## config.mk

```make
export PLATFORM = sky130hd
export DESIGN_NAME = bram_stream_reader
export DESIGN_NICKNAME = d
export VERILOG_FILES = /design/src/rtl/bram_stream_reader_pkg.sv /design/src/rtl/bram_stream_reader_fifo2.sv /design/src/rtl/bram_stream_reader.sv
export SDC_FILE = /design/constraint.sdc
export NUM_CORES = 1
export LEC_CHECK = 0
export ABC_AREA = 0
export BUFFER_PORTS_ARGS = -buffer_cell sky130_fd_sc_hd__buf_2
export CORE_MARGIN = 2
export CORE_UTILIZATION = 54
export DETAILED_ROUTE_END_ITERATION = 12
export PLACE_DENSITY = 0.8
export SYNTH_ARGS = -nofsm -noshare
export SYNTH_HDL_FRONTEND = slang
export SYNTH_SLANG_ARGS = --single-unit
```

## constraint.sdc

```tcl
create_clock -name clock -period 2.75 [get_ports clock]
set_clock_uncertainty 0.05 [all_clocks]
set_input_delay 0.275 -clock clock [delete_from_list [all_inputs] [get_ports clock]]
set_output_delay 0.275 -clock clock [all_outputs]
set_load 0.03 [all_outputs]
```

## src/rtl/bram_stream_reader_pkg.sv

```systemverilog
// Shared types and constants for the BRAM stream reader.
package bram_stream_reader_pkg;

    typedef enum logic [1:0] {
        IDLE,
        READ,
        FLUSH,
        DONE
    } state_t;

    localparam int unsigned FIFO_DEPTH = 2;
    localparam int unsigned CNT_W      = $clog2(FIFO_DEPTH + 1);

endpackage

```

## src/rtl/bram_stream_reader_fifo2.sv

```systemverilog
// Two-entry first-word-fall-through FIFO; entry0 is always the head.
module bram_stream_reader_fifo2
    import bram_stream_reader_pkg::*;
#(
    parameter int unsigned WIDTH = 9
) (
    input  logic             clock,
    input  logic             reset,
    input  logic             push,
    input  logic [WIDTH-1:0] push_data,
    input  logic             pop,
    output logic [CNT_W-1:0] count,
    output logic [WIDTH-1:0] head_data
);

    logic [WIDTH-1:0] entry0_q, entry1_q;
    logic [CNT_W-1:0] count_q;

    always_ff @(posedge clock or posedge reset) begin
        if (reset) begin
            entry0_q <= '0;
            entry1_q <= '0;
            count_q  <= '0;
        end else begin
            case ({push, pop})
                2'b10: begin
                    if (count_q == '0) entry0_q <= push_data;
                    else               entry1_q <= push_data;
                    count_q <= count_q + CNT_W'(1);
                end
                2'b01: begin
                    entry0_q <= entry1_q;
                    count_q  <= count_q - CNT_W'(1);
                end
                2'b11: begin
                    // Simultaneous push/pop leaves the occupancy unchanged.
                    if (count_q == CNT_W'(1)) begin
                        entry0_q <= push_data;
                    end else begin
                        entry0_q <= entry1_q;
                        entry1_q <= push_data;
                    end
                end
                default: ;
            endcase
        end
    end

    assign count     = count_q;
    assign head_data = entry0_q;

endmodule

```

## src/rtl/bram_stream_reader.sv

```systemverilog
// Reads a wrapped run of words from a 1-cycle-latency BRAM port onto a valid/ready stream.
module bram_stream_reader
    import bram_stream_reader_pkg::*;
#(
    parameter int unsigned DATA_W = 8,
    parameter int unsigned ADDR_W = 10
) (
    input  logic              clock,
    input  logic              reset,
    input  logic              start,
    input  logic [ADDR_W-1:0] base_addr,
    input  logic [ADDR_W:0]   length,
    output logic              busy,
    output logic              done,
    output logic [ADDR_W-1:0] mem_addr,
    output logic              mem_wren,
    output logic [DATA_W-1:0] mem_data,
    input  logic [DATA_W-1:0] mem_q,
    output logic              out_valid,
    input  logic              out_ready,
    output logic [DATA_W-1:0] out_data,
    output logic              out_last
);

    localparam logic [ADDR_W:0] ONE = (ADDR_W + 1)'(1);

    state_t            state_q, state_d;
    logic [ADDR_W-1:0] addr_q, addr_d;
    logic [ADDR_W:0]   remaining_q, remaining_d;
    logic              inflight_q, inflight_d;
    logic              inflight_last_q, inflight_last_d;

    logic [CNT_W-1:0]  fifo_count;
    logic [DATA_W:0]   head_data;
    logic [CNT_W:0]    occupancy, limit;
    logic              pop, issue;

    assign pop = out_valid && out_ready;

    // Words buffered plus the one in flight must leave room for the word being issued.
    assign occupancy = (CNT_W + 1)'(fifo_count) + (CNT_W + 1)'(inflight_q);
    assign limit     = (CNT_W + 1)'(FIFO_DEPTH) + (CNT_W + 1)'(pop);
    assign issue     = (state_q == READ) && (remaining_q != '0) && (occupancy < limit);

    always_comb begin
        state_d         = state_q;
        addr_d          = addr_q;
        remaining_d     = remaining_q;
        inflight_d      = issue;
        inflight_last_d = issue && (remaining_q == ONE);
        if (issue) begin
            addr_d      = addr_q + ADDR_W'(1);
            remaining_d = remaining_q - ONE;
        end
        case (state_q)
            IDLE: begin
                if (start) begin
                    addr_d      = base_addr;
                    remaining_d = length;
                    state_d     = (length != '0) ? READ : DONE;
                end
            end
            READ:    if (issue && (remaining_q == ONE)) state_d = FLUSH;
            FLUSH:   if (pop && out_last) state_d = DONE;
            DONE:    state_d = IDLE;
            default: state_d = IDLE;
        endcase
    end

    always_ff @(posedge clock or posedge reset) begin
        if (reset) begin
            state_q         <= IDLE;
            addr_q          <= '0;
            remaining_q     <= '0;
            inflight_q      <= 1'b0;
            inflight_last_q <= 1'b0;
        end else begin
            state_q         <= state_d;
            addr_q          <= addr_d;
            remaining_q     <= remaining_d;
            inflight_q      <= inflight_d;
            inflight_last_q <= inflight_last_d;
        end
    end

    bram_stream_reader_fifo2 #(
        .WIDTH (DATA_W + 1)
    ) u_fifo (
        .clock     (clock),
        .reset     (reset),
        .push      (inflight_q),
        .push_data ({inflight_last_q, mem_q}),
        .pop       (pop),
        .count     (fifo_count),
        .head_data (head_data)
    );

    assign out_valid = (fifo_count != '0);
    assign out_data  = head_data[DATA_W-1:0];
    assign out_last  = out_valid && head_data[DATA_W];

    assign busy     = (state_q != IDLE);
    assign done     = (state_q == DONE);
    assign mem_addr = addr_q;
    assign mem_wren = 1'b0;
    assign mem_data = '0;

endmodule

```

; Word-level counts from Yosys, hierarchy flattened
; Index checks and enable logic that the tools add are counted.
[word_totals]
ff_bits = 45
inputBits = 33
out_inout_bits = 31
elab_cells = 65
[classes]
add_sub_neg = 6
order_cmp = 1
n_eq_ne = 14
mux = 18
reduce_logical = 18
[ops]
columns = op, count
row1 = $mux W9, 4
row2 = $mux W11, 3
row3 = $mux W10, 3
row4 = $pmux W9 S3, 1
row5 = $reduce_bool A11 Y1, 2
row6 = $pmux W9 S2, 1
row7 = $eq A11 B1 Y1 const B, 1
row8 = $sub A11 B1 Y11 const B, 1
row9 = $add A10 B1 Y10 const B, 1
row10 = $ne A2 B2 Y1 const B, 5
row11 = $eq A2 B2 Y1 const B, 4
row12 = $mux W2, 4
row13 = $pmux W2 S4, 1
row14 = $reduce_bool A2 Y1, 4
row15 = $eq A2 B1 Y1 const B, 3
row16 = $logic_and A1 B1 Y1, 6
row17 = $reduce_and A3 Y1, 2
row18 = $logic_not A2 Y1, 2
row19 = $pmux W2 S2, 1
row20 = $add A2 B1 Y3, 1
row21 = $add A2 B1 Y3 const A, 1
row22 = $lt A3 B3 Y1, 1
row23 = $reduce_bool A3 Y1, 1
row24 = $add A2 B1 Y2 const B, 1
row25 = 3 further kinds, 3

; Longest topological paths before layout
; Gate-level depths: netlist of the first run.
[depth]
ltp_word = 8
ltp_mapped = 10
mapped_depth_nobuf = 10

; Cells and area by module
; Synthesis of the first run repeated with hierarchy kept, for this count alone.
[unflattened]
hier_cells = 287
area_unflattened_um2 = 2741.4
[by_module_without_submodules]
columns = mod, instances, cells_per_inst, area_per_inst_um2
row1 = bram_stream_reader, 1, 189, 1691.6
row2 = bram_stream_reader_fifo2, 1, 98, 1049.8

; Worst setup path after synthesis of the first run
; OpenSTA, ideal clock, no wires.
[synth_path]
path_kind = register to register
startpoint = reg u_fifo.count_q[0], in the netlist u_fifo.count[0]
endpoint = reg u_fifo.entry1_q[0]
t_arrival_ns = 2.273
required_time_ns = 2.575
path_slack_ns = 0.303
stages_incl_launch_ff = 10
n_path_buf = 0
period_less_slack_ns = 2.447
path_cell_list = dfrtp_1 inv_1 ha_1 inv_1 nand2_1 inv_1 ha_1 o21ai_0 a21oi_1 mux2_2
[synth_via]
elab_chain_cells = 5
elab_cells_between_ends = 11
cone_classes = eq/ne: 5 / mux: 1 / reduce/logical: 5
[synth_rtl]
columns = item, line
row1 = "start, declared", bram_stream_reader_fifo2.sv:17  ; logic [CNT_W-1:0] count_q;
row2 = "start signal, assigned", bram_stream_reader_fifo2.sv:29  ; count_q <= count_q + CNT_W'(1);
row3 = "start signal, assigned", bram_stream_reader_fifo2.sv:33  ; count_q <= count_q - CNT_W'(1);
row4 = $reduce_bool A2 Y1 *, bram_stream_reader.sv:98  ; assign out_valid = (fifo_count != '0);
row5 = via out_valid, bram_stream_reader.sv:19  ; output logic out_valid,
row6 = $logic_and A1 B1 Y1 *, bram_stream_reader.sv:38  ; assign pop = out_valid && out_ready;
row7 = $eq A2 B2 Y1, bram_stream_reader_fifo2.sv:25  ; case ({push, pop})
row8 = $ne A2 B2 Y1 (no source line) or $reduce_bool A2 Y1 (tied branches), n/a
row9 = $reduce_and A3 Y1 (no source line), n/a
row10 = "end signal, assigned", bram_stream_reader_fifo2.sv:28  ; else entry1_q <= push_data;
row11 = "end signal, assigned", bram_stream_reader_fifo2.sv:41  ; entry1_q <= push_data;
row12 = "end, declared", bram_stream_reader_fifo2.sv:16  ; logic [WIDTH-1:0] entry0_q, entry1_q;
; Mark *: on every way through the listed nets, which the timed path passes. The rest lies on a longest branch.
; A chain may end at the register's enable or synchronous reset.

; Worst setup path in the final report of the first run
[layout_path]
startpoint = reg u_fifo.count_q[0], in the netlist u_fifo.count[0]
endpoint = reg remaining_q[6]
[layout_via]
elab_chain_cells = 8
elab_cells_between_ends = 9
cone_classes = add/sub: 2 / order compare: 1 / mux: 3 / reduce/logical: 3
[layout_rtl]
columns = item, line
row1 = $reduce_bool A2 Y1, bram_stream_reader.sv:98
row2 = $logic_and A1 B1 Y1, bram_stream_reader.sv:38
row3 = $add A2 B1 Y3, bram_stream_reader.sv:42  ; assign limit = (CNT_W + 1)'(FIFO_DEPTH) + (CNT_W + 1)'(pop);
row4 = $lt A3 B3 Y1 *, bram_stream_reader.sv:43  ; assign issue = (state_q == READ) && (remaining_q != '0) && (occupancy < limit);
row5 = $logic_and A1 B1 Y1 *, bram_stream_reader.sv:43
row6 = $mux W11 *, bram_stream_reader.sv:51  ; if (issue) begin
row7 = $mux W11, bram_stream_reader.sv:57  ; if (start) begin
row8 = $mux W11 *, bram_stream_reader.sv:55  ; case (state_q)
row9 = via remaining_d[6], bram_stream_reader.sv:29  ; logic [ADDR_W:0] remaining_q, remaining_d;
row10 = "end signal, assigned", bram_stream_reader.sv:80  ; remaining_q <= remaining_d;
row11 = "end, declared", bram_stream_reader.sv:29
; Marks and branches as above.

==> results of run 1 <==
## state kept, by name (all words and copies together), names as in the netlist
signal and cells:
remaining_q 11, mem_addr 10, u_fifo.entry1_q 9, u_fifo.head_data 9, state_q 2, u_fifo.count 2, inflight_last_q 1, inflight_q 1
## per-layer routing
metal | global-route usage | vias to the layer above | wire length, microns
met5 | 0 | - | 0
met4 | 0.0436 | 0 | 38
met3 | 0.0498 | 5 | 403
met2 | 0.391 | 85 | 3120
met1 | 0.305 | 1175 | 2750
li1 | - | 1193 | -
## cell usage in the layout (no fill, tap or decap), drive strengths merged, types with 3 or more instances in the layout
cell type	count
nor2b	3
a221o	3
nand4	10
a2111oi	3
a21oi	6
ha	16
nand2	32
clkbuf	5
nor4	3
a31oi	13
a22oi	10
nor3	7
inv	18
a211o	4
buf	65
a21o	3
nand3	9
or4	9
o211ai	5
o31ai	6
o21ai	14
mux2	10
nor2	16
conb	9
and3	3
dfrtp	45
## cell type report
class                   instances  area [sq um]  share of cell area
well taps                      70          87.6              0.0272
flip-flops and latches         45          1130               0.350
clock inverters                 3          46.3              0.0144
multi-input cells             217          1460               0.455
inverters                      19          71.3              0.0222
clock buffers                   5          68.8              0.0214
repair buffers                 65           353               0.110
## kinds of logic (layout without fill, tap and decap cells)
| kind of cell | after synthesis | in the layout | synth area share |
|---|---|---|---|
| and+or+nand+nor | 103 | 103 | 0.192 |
| AOI/OAI and AO/OA | 76 | 76 | 0.195 |
| buffers and inverters | 49 | 92 | 0.0890 |
| DFF | 45 | 45 | 0.401 |
| adders and majority gates | 16 | 16 | 0.0712 |
| muxes | 11 | 11 | 0.0436 |
| xor gates and xnor gates | 2 | 2 | 0.00623 |
| other | 1 | 9 | 0.00133 |
## critical path, stage by stage (launching register included)
cell and delay, ns:
dfrtp_1 0.41, inv_1 0.06, ha_1 0.25, or3b_1 0.56, a211o_4 0.43, or4_1 0.51, a31oi_1 0.18
## worst min-delay path by stage
stage	endpoint	slack [ns]
6_report	mem_addr[6]	0.03
5_1_grt	mem_addr[6]	0.11
4_1_cts	mem_addr[6]	0.06
3_5_place_dp	mem_addr[6]	0.39
3_3_place_gp	mem_addr[9]	0.39
2_1_floorplan	mem_addr[5]	0.34
## stage by stage
stage               std cells  power (W)  setup WS [ns]  instance area (sq um)
finish                    424    0.00379          0.225                   3220
CTS                       424    0.00380          0.226                   3220
global route              424    0.00411          0.106                   3220
global placement          416    0.00321          0.310                   3100
floorplan                 311    0.00278          0.303                   2840
detailed placement        416    0.00327          0.226                   3100
## power groups by stage
stage	sequential, W	combinational, W	clock, W
floorplan	0.00133	0.00145	0
global placement	0.00124	0.00198	0
detailed placement	0.00125	0.00202	0
CTS	0.00124	0.00204	0.000530
global route	0.00129	0.00226	0.000560
finish	0.00124	0.00203	0.000518
==> impl_metrics.json, run 1 <==
{
  "fill_cells": 476,
  "synth.avg_cell_area_sq_um": 9.27,
  "maxCapViolations": 0,
  "ys_ff_latch": 45,
  "route.detailed.drc": 0,
  "swShare": 0.466,
  "fin_util": 0.634,
  "post-dp-hpwl_microns": 4580,
  "synth.area.top_cells": "dfrtp_1 40%, ha_1 7.1%, buf_4 4.5%",
  "cts.hold.buffers_added": 0,
  "power_density_nw_per_um2": 1180,
  "area_delta_synth_final_pct": 14.5,
  "io_buffers": 54,
  "endpoint": "remaining_q[6]",
  "routed_wl_microns": 6310,
  "crit_required_ns": 2.93,
  "dieArea_sq_um": 5800,
  "power_frac_clock": 0.137,
  "cts_resized": 0,
  "drt_first_pass_iters": 5,
  "yosysSeqAreaShare": 0.401,
  "hold_ws_ns": 0.0293,
  "antenna_cells": 0,
  "cts_setup_buffers": 0,
  "finalSetupViolCount": 0,
  "yosysTopAreaCell": "dfrtp_1",
  "hp-class": "in2async",
  "tightestPinTransition_ns": 1.06,
  "rows": 26,
  "status": "finished clean",
  "clk_pin_slew_worst_paths_ns": 0.09,
  "grt_max_degree": 30,
  "seqPwrFrac": 0.327,
  "leakagePower_nw": 1.48,
  "rsz0062_at_grt": "no",
  "vias_per_cell": 5.80,
  "io_pins": 64,
  "gp_congestion": 0.861,
  "overflow": 0,
  "cts_num_sinks": 45,
  "finalCritPeriodShare": 0.918,
  "slew_violations": 0,
  "synth_async_sr_flop_share": 1.00,
  "reg2reg_depth": 6,
  "worstReg2RegEnd": "remaining_q[6]",
  "vdd_drop_max_v": 0.000566,
  "end_kind": "flip-flop",
  "ys.flop_type": "dfrtp_1",
  "switchingPower_w": 0.00177,
  "grt_pass1_vias": 2317,
  "synth_most_common_cell": "dfrtp_1",
  "synth_area_sq_um": 2810,
  "path_class": "reg2reg",
  "die_w_microns": 76.1,
  "tns_ns": 0,
  "start_util": 0.554,
  "path_max_fanout": 9,
  "antenna_found_initial": 0,
  "htreeDepth": 2,
  "r2r_setup_slack_ns": 0.22,
  "drt_iter0_drc": 127,
  "die_y_microns": 76.1,
  "synthTopCellsByCount": "45 x dfrtp_1, 32 x nand2_1, 19 x inv_1",
  "synth_edf_count": 0,
  "fin_crit_ns": 2.53,
  "dr_total_vias": 2458,
  "wl_per_cell_microns": 14.9,
  "pwr-share-comb": 0.536,
  "ys_warn_count": 0,
  "startpoint_type": "flip-flop",
  "critPathLaunch": "u_fifo.count[0]",
  "clock-root-buffer": "clkbuf_8",
  "core_sq_um": 5070,
  "reg2reg_from": "u_fifo.count[0]",
  "ys_types": 48,
  "cts_tree": "built",
  "p_int_w": 0.00202,
  "cts_max_path_buffers": 2,
  "grt_pass1_wl_microns": 10900,
  "layout.nets": 402,
  "worstSkewPairLatency_ns": 0.30,
  "fmax_mhz": 396,
  "syn_inst": 303,
  "numCtsBuffers": 5,
  "drt.antenna.violating_nets": 0,
  "grt_usage": 0.229,
  "crit_arrival_ns": 2.70,
  "finalHoldViolCount": 0,
  "slew_headroom": 0.289,
  "drive_above_1_share": 0.249,
  "synth_top_area_frac": 0.401
}
Note: power is estimated with default switching activity, not from simulation.
==> inputs of run 2 (changes only) <==
--- a/config.mk
+++ b/config.mk
@@ -7,10 +7,12 @@
 export LEC_CHECK = 0
 export ABC_AREA = 0
 export BUFFER_PORTS_ARGS = -buffer_cell sky130_fd_sc_hd__buf_2
+export CORE_ASPECT_RATIO = 1.25
 export CORE_MARGIN = 2
 export CORE_UTILIZATION = 54
 export DETAILED_ROUTE_END_ITERATION = 12
 export PLACE_DENSITY = 0.8
+export SETUP_SLACK_MARGIN = 0.4
 export SYNTH_ARGS = -nofsm -noshare
 export SYNTH_HDL_FRONTEND = slang
 export SYNTH_SLANG_ARGS = --single-unit
==> run 2 against run 1 <==
Effect of this change:
- critical path type unchanged
- register-to-register slack gained 0.26 ns
- critical endpoint is now remaining_q[7]
- sequential share of layout area shrank 0.77 points
- routed wire length grew 2.8%
- fmax grew 12%
==> impl_metrics.json, run 2 (synthesis results as in run 1) <==
{
  "cpPeakStageDelay_ns": 0.50,
  "clock-root-buffer": "clkbuf_8",
  "grt_pass1_wl_microns": 10700,
  "power_density_nw_per_um2": 1170,
  "grt_usage": 0.238,
  "fill_cells": 406,
  "dr_total_vias": 2474,
  "routed_wl_microns": 6490,
  "regArea_sq_um": 1130,
  "fin_util": 0.653,
  "largest_register_ff_count": 11,
  "numCtsBuffers": 5,
  "slew_headroom": 0.448,
  "final_common_cell": "buf_2",
  "path_buf_inv": 1,
  "fin_crit_ns": 2.26,
  "grt_max_degree": 46,
  "maxCapViolations": 0,
  "slowest_stage": "or3b_2",
  "die_y_microns": 84.7,
  "start_util": 0.557,
  "p_total_w": 0.00385,
  "hold_ws_ns": 0.0393,
  "rows": 29,
  "top_register": "remaining_q",
  "core_sq_um": 5040,
  "crit_required_ns": 2.93,
  "clk_pin_slew_worst_paths_ns": 0.09,
  "grt_pass1_vias": 2411,
  "fmax_mhz": 442,
  "cts_num_sinks": 45,
  "leakagePower_nw": 1.49,
  "post-dp-hpwl_microns": 4530,
  "grtUsageMet2": 0.406,
  "io_buffers": 54,
  "area_delta_synth_final_pct": 17.2,
  "worstReg2RegEnd": "remaining_q[7]",
  "startpoint_type": "flip-flop",
  "wl_per_cell_microns": 15.4,
  "die_w_microns": 68.5,
  "crit_chain": "inv_1 -> ha_4 -> or3b_2 -> a31oi_2 -> or4b_1 -> a31oi_1",
  "tns_ns": 0,
  "layout.nets": 406,
  "busiest_layer": "met2",
  "layout_common_cells": "54 x buf_2, 44 x dfrtp_1, 32 x nand2_1",
  "drt_first_pass_iters": 4,
  "reg2reg_depth": 6,
  "antenna_cells": 0,
  "drive_above_1_share": 0.291,
  "finalSetupViolCount": 0,
  "drt_iter0_drc": 80,
  "vdd_drop_max_v": 0.000600,
  "cts_max_path_buffers": 2,
  "end_kind": "flip-flop",
  "reg2reg_from": "state_q[1]",
  "status": "finished clean",
  "dieArea_sq_um": 5800,
  "r2r_setup_slack_ns": 0.49,
  "cp_top_family": "simple AND/OR/NAND/NOR gates",
  "io_pins": 64,
  "overflow": 0,
  "path_class": "reg2reg",
  "worstSkewPairLatency_ns": 0.31,
  "hp-class": "in2async",
  "vias_per_cell": 5.89,
  "cts_tree": "built",
  "crit_arrival_ns": 2.44,
  "met3_usage": 0.0429,
  "multi_input_area_sq_um": 1540,
  "tightestPinTransition_ns": 0.826,
  "route.detailed.drc": 0,
  "finalHoldViolCount": 0,
  "htreeDepth": 2,
  "path_max_fanout": 4,
  "drt.antenna.violating_nets": 0,
  "slew_violations": 0,
  "gp_congestion": 0.878,
  "finalCritPeriodShare": 0.822,
  "met1_usage": 0.288,
  "rsz0062_at_grt": "no",
  "antenna_found_initial": 0
}
## run 2: cell type report
class	count	area share
multi-input cells	218	0.467
clock inverters	3	0.00684
inverters	19	0.0217
flip-flops and latches	45	0.342
repair buffers	68	0.118
well taps	62	0.0236
clock buffers	5	0.0209
## run 2: power breakdown
part,internal [W],switching [W]
Combinational,0.000876,0.00130
Sequential,0.000973,0.000289
Clock,0.000178,0.000242
## run 2: worst register-to-register path: stages (launching register included)
cell     delay (ns)
dfrtp_1        0.43
inv_1          0.15
ha_4           0.17
or3b_2         0.51
a31oi_2        0.25
or4b_1         0.45
a31oi_1        0.17
## run 2: worst max path at each step
stage / from / endpoint / cells past startpoint
2_1_floorplan: u_fifo.count[0] / remaining_q[6] / 7
3_3_place_gp: u_fifo.count[0] / remaining_q[6] / 6
3_5_place_dp: u_fifo.count[0] / remaining_q[10] / 6
4_1_cts: u_fifo.count[0] / mem_addr[7] / 6
5_1_grt: state_q[1] / remaining_q[7] / 6
6_report: state_q[1] / remaining_q[7] / 6
## run 2: stage by stage
| step | setup slack (ns) | cells | area [sq um] |
|---|---|---|---|
| finish | 0.489 | 420 | 3290 |
| global route | 0.403 | 420 | 3290 |
| CTS | 0.413 | 418 | 3240 |
| detailed placement | 0.200 | 405 | 3070 |
| global placement | 0.265 | 405 | 3070 |
| floorplan | 0.408 | 311 | 2840 |
## run 2: layer usage
layer,wire (microns),vias to the layer above,part of all wire
met5,0,-,0
met4,140,0,0.022
met3,326,12,0.050
met2,3360,77,0.52
met1,2660,1179,0.41
li1,-,1206,-
## run 2: what timing repair did
item,CTS,global route
setup endpoints to repair,18,13
hold buffers,0,0
cloned,1,0
setup buffers,4,2
pin swaps,2,9
resized for setup,5,10
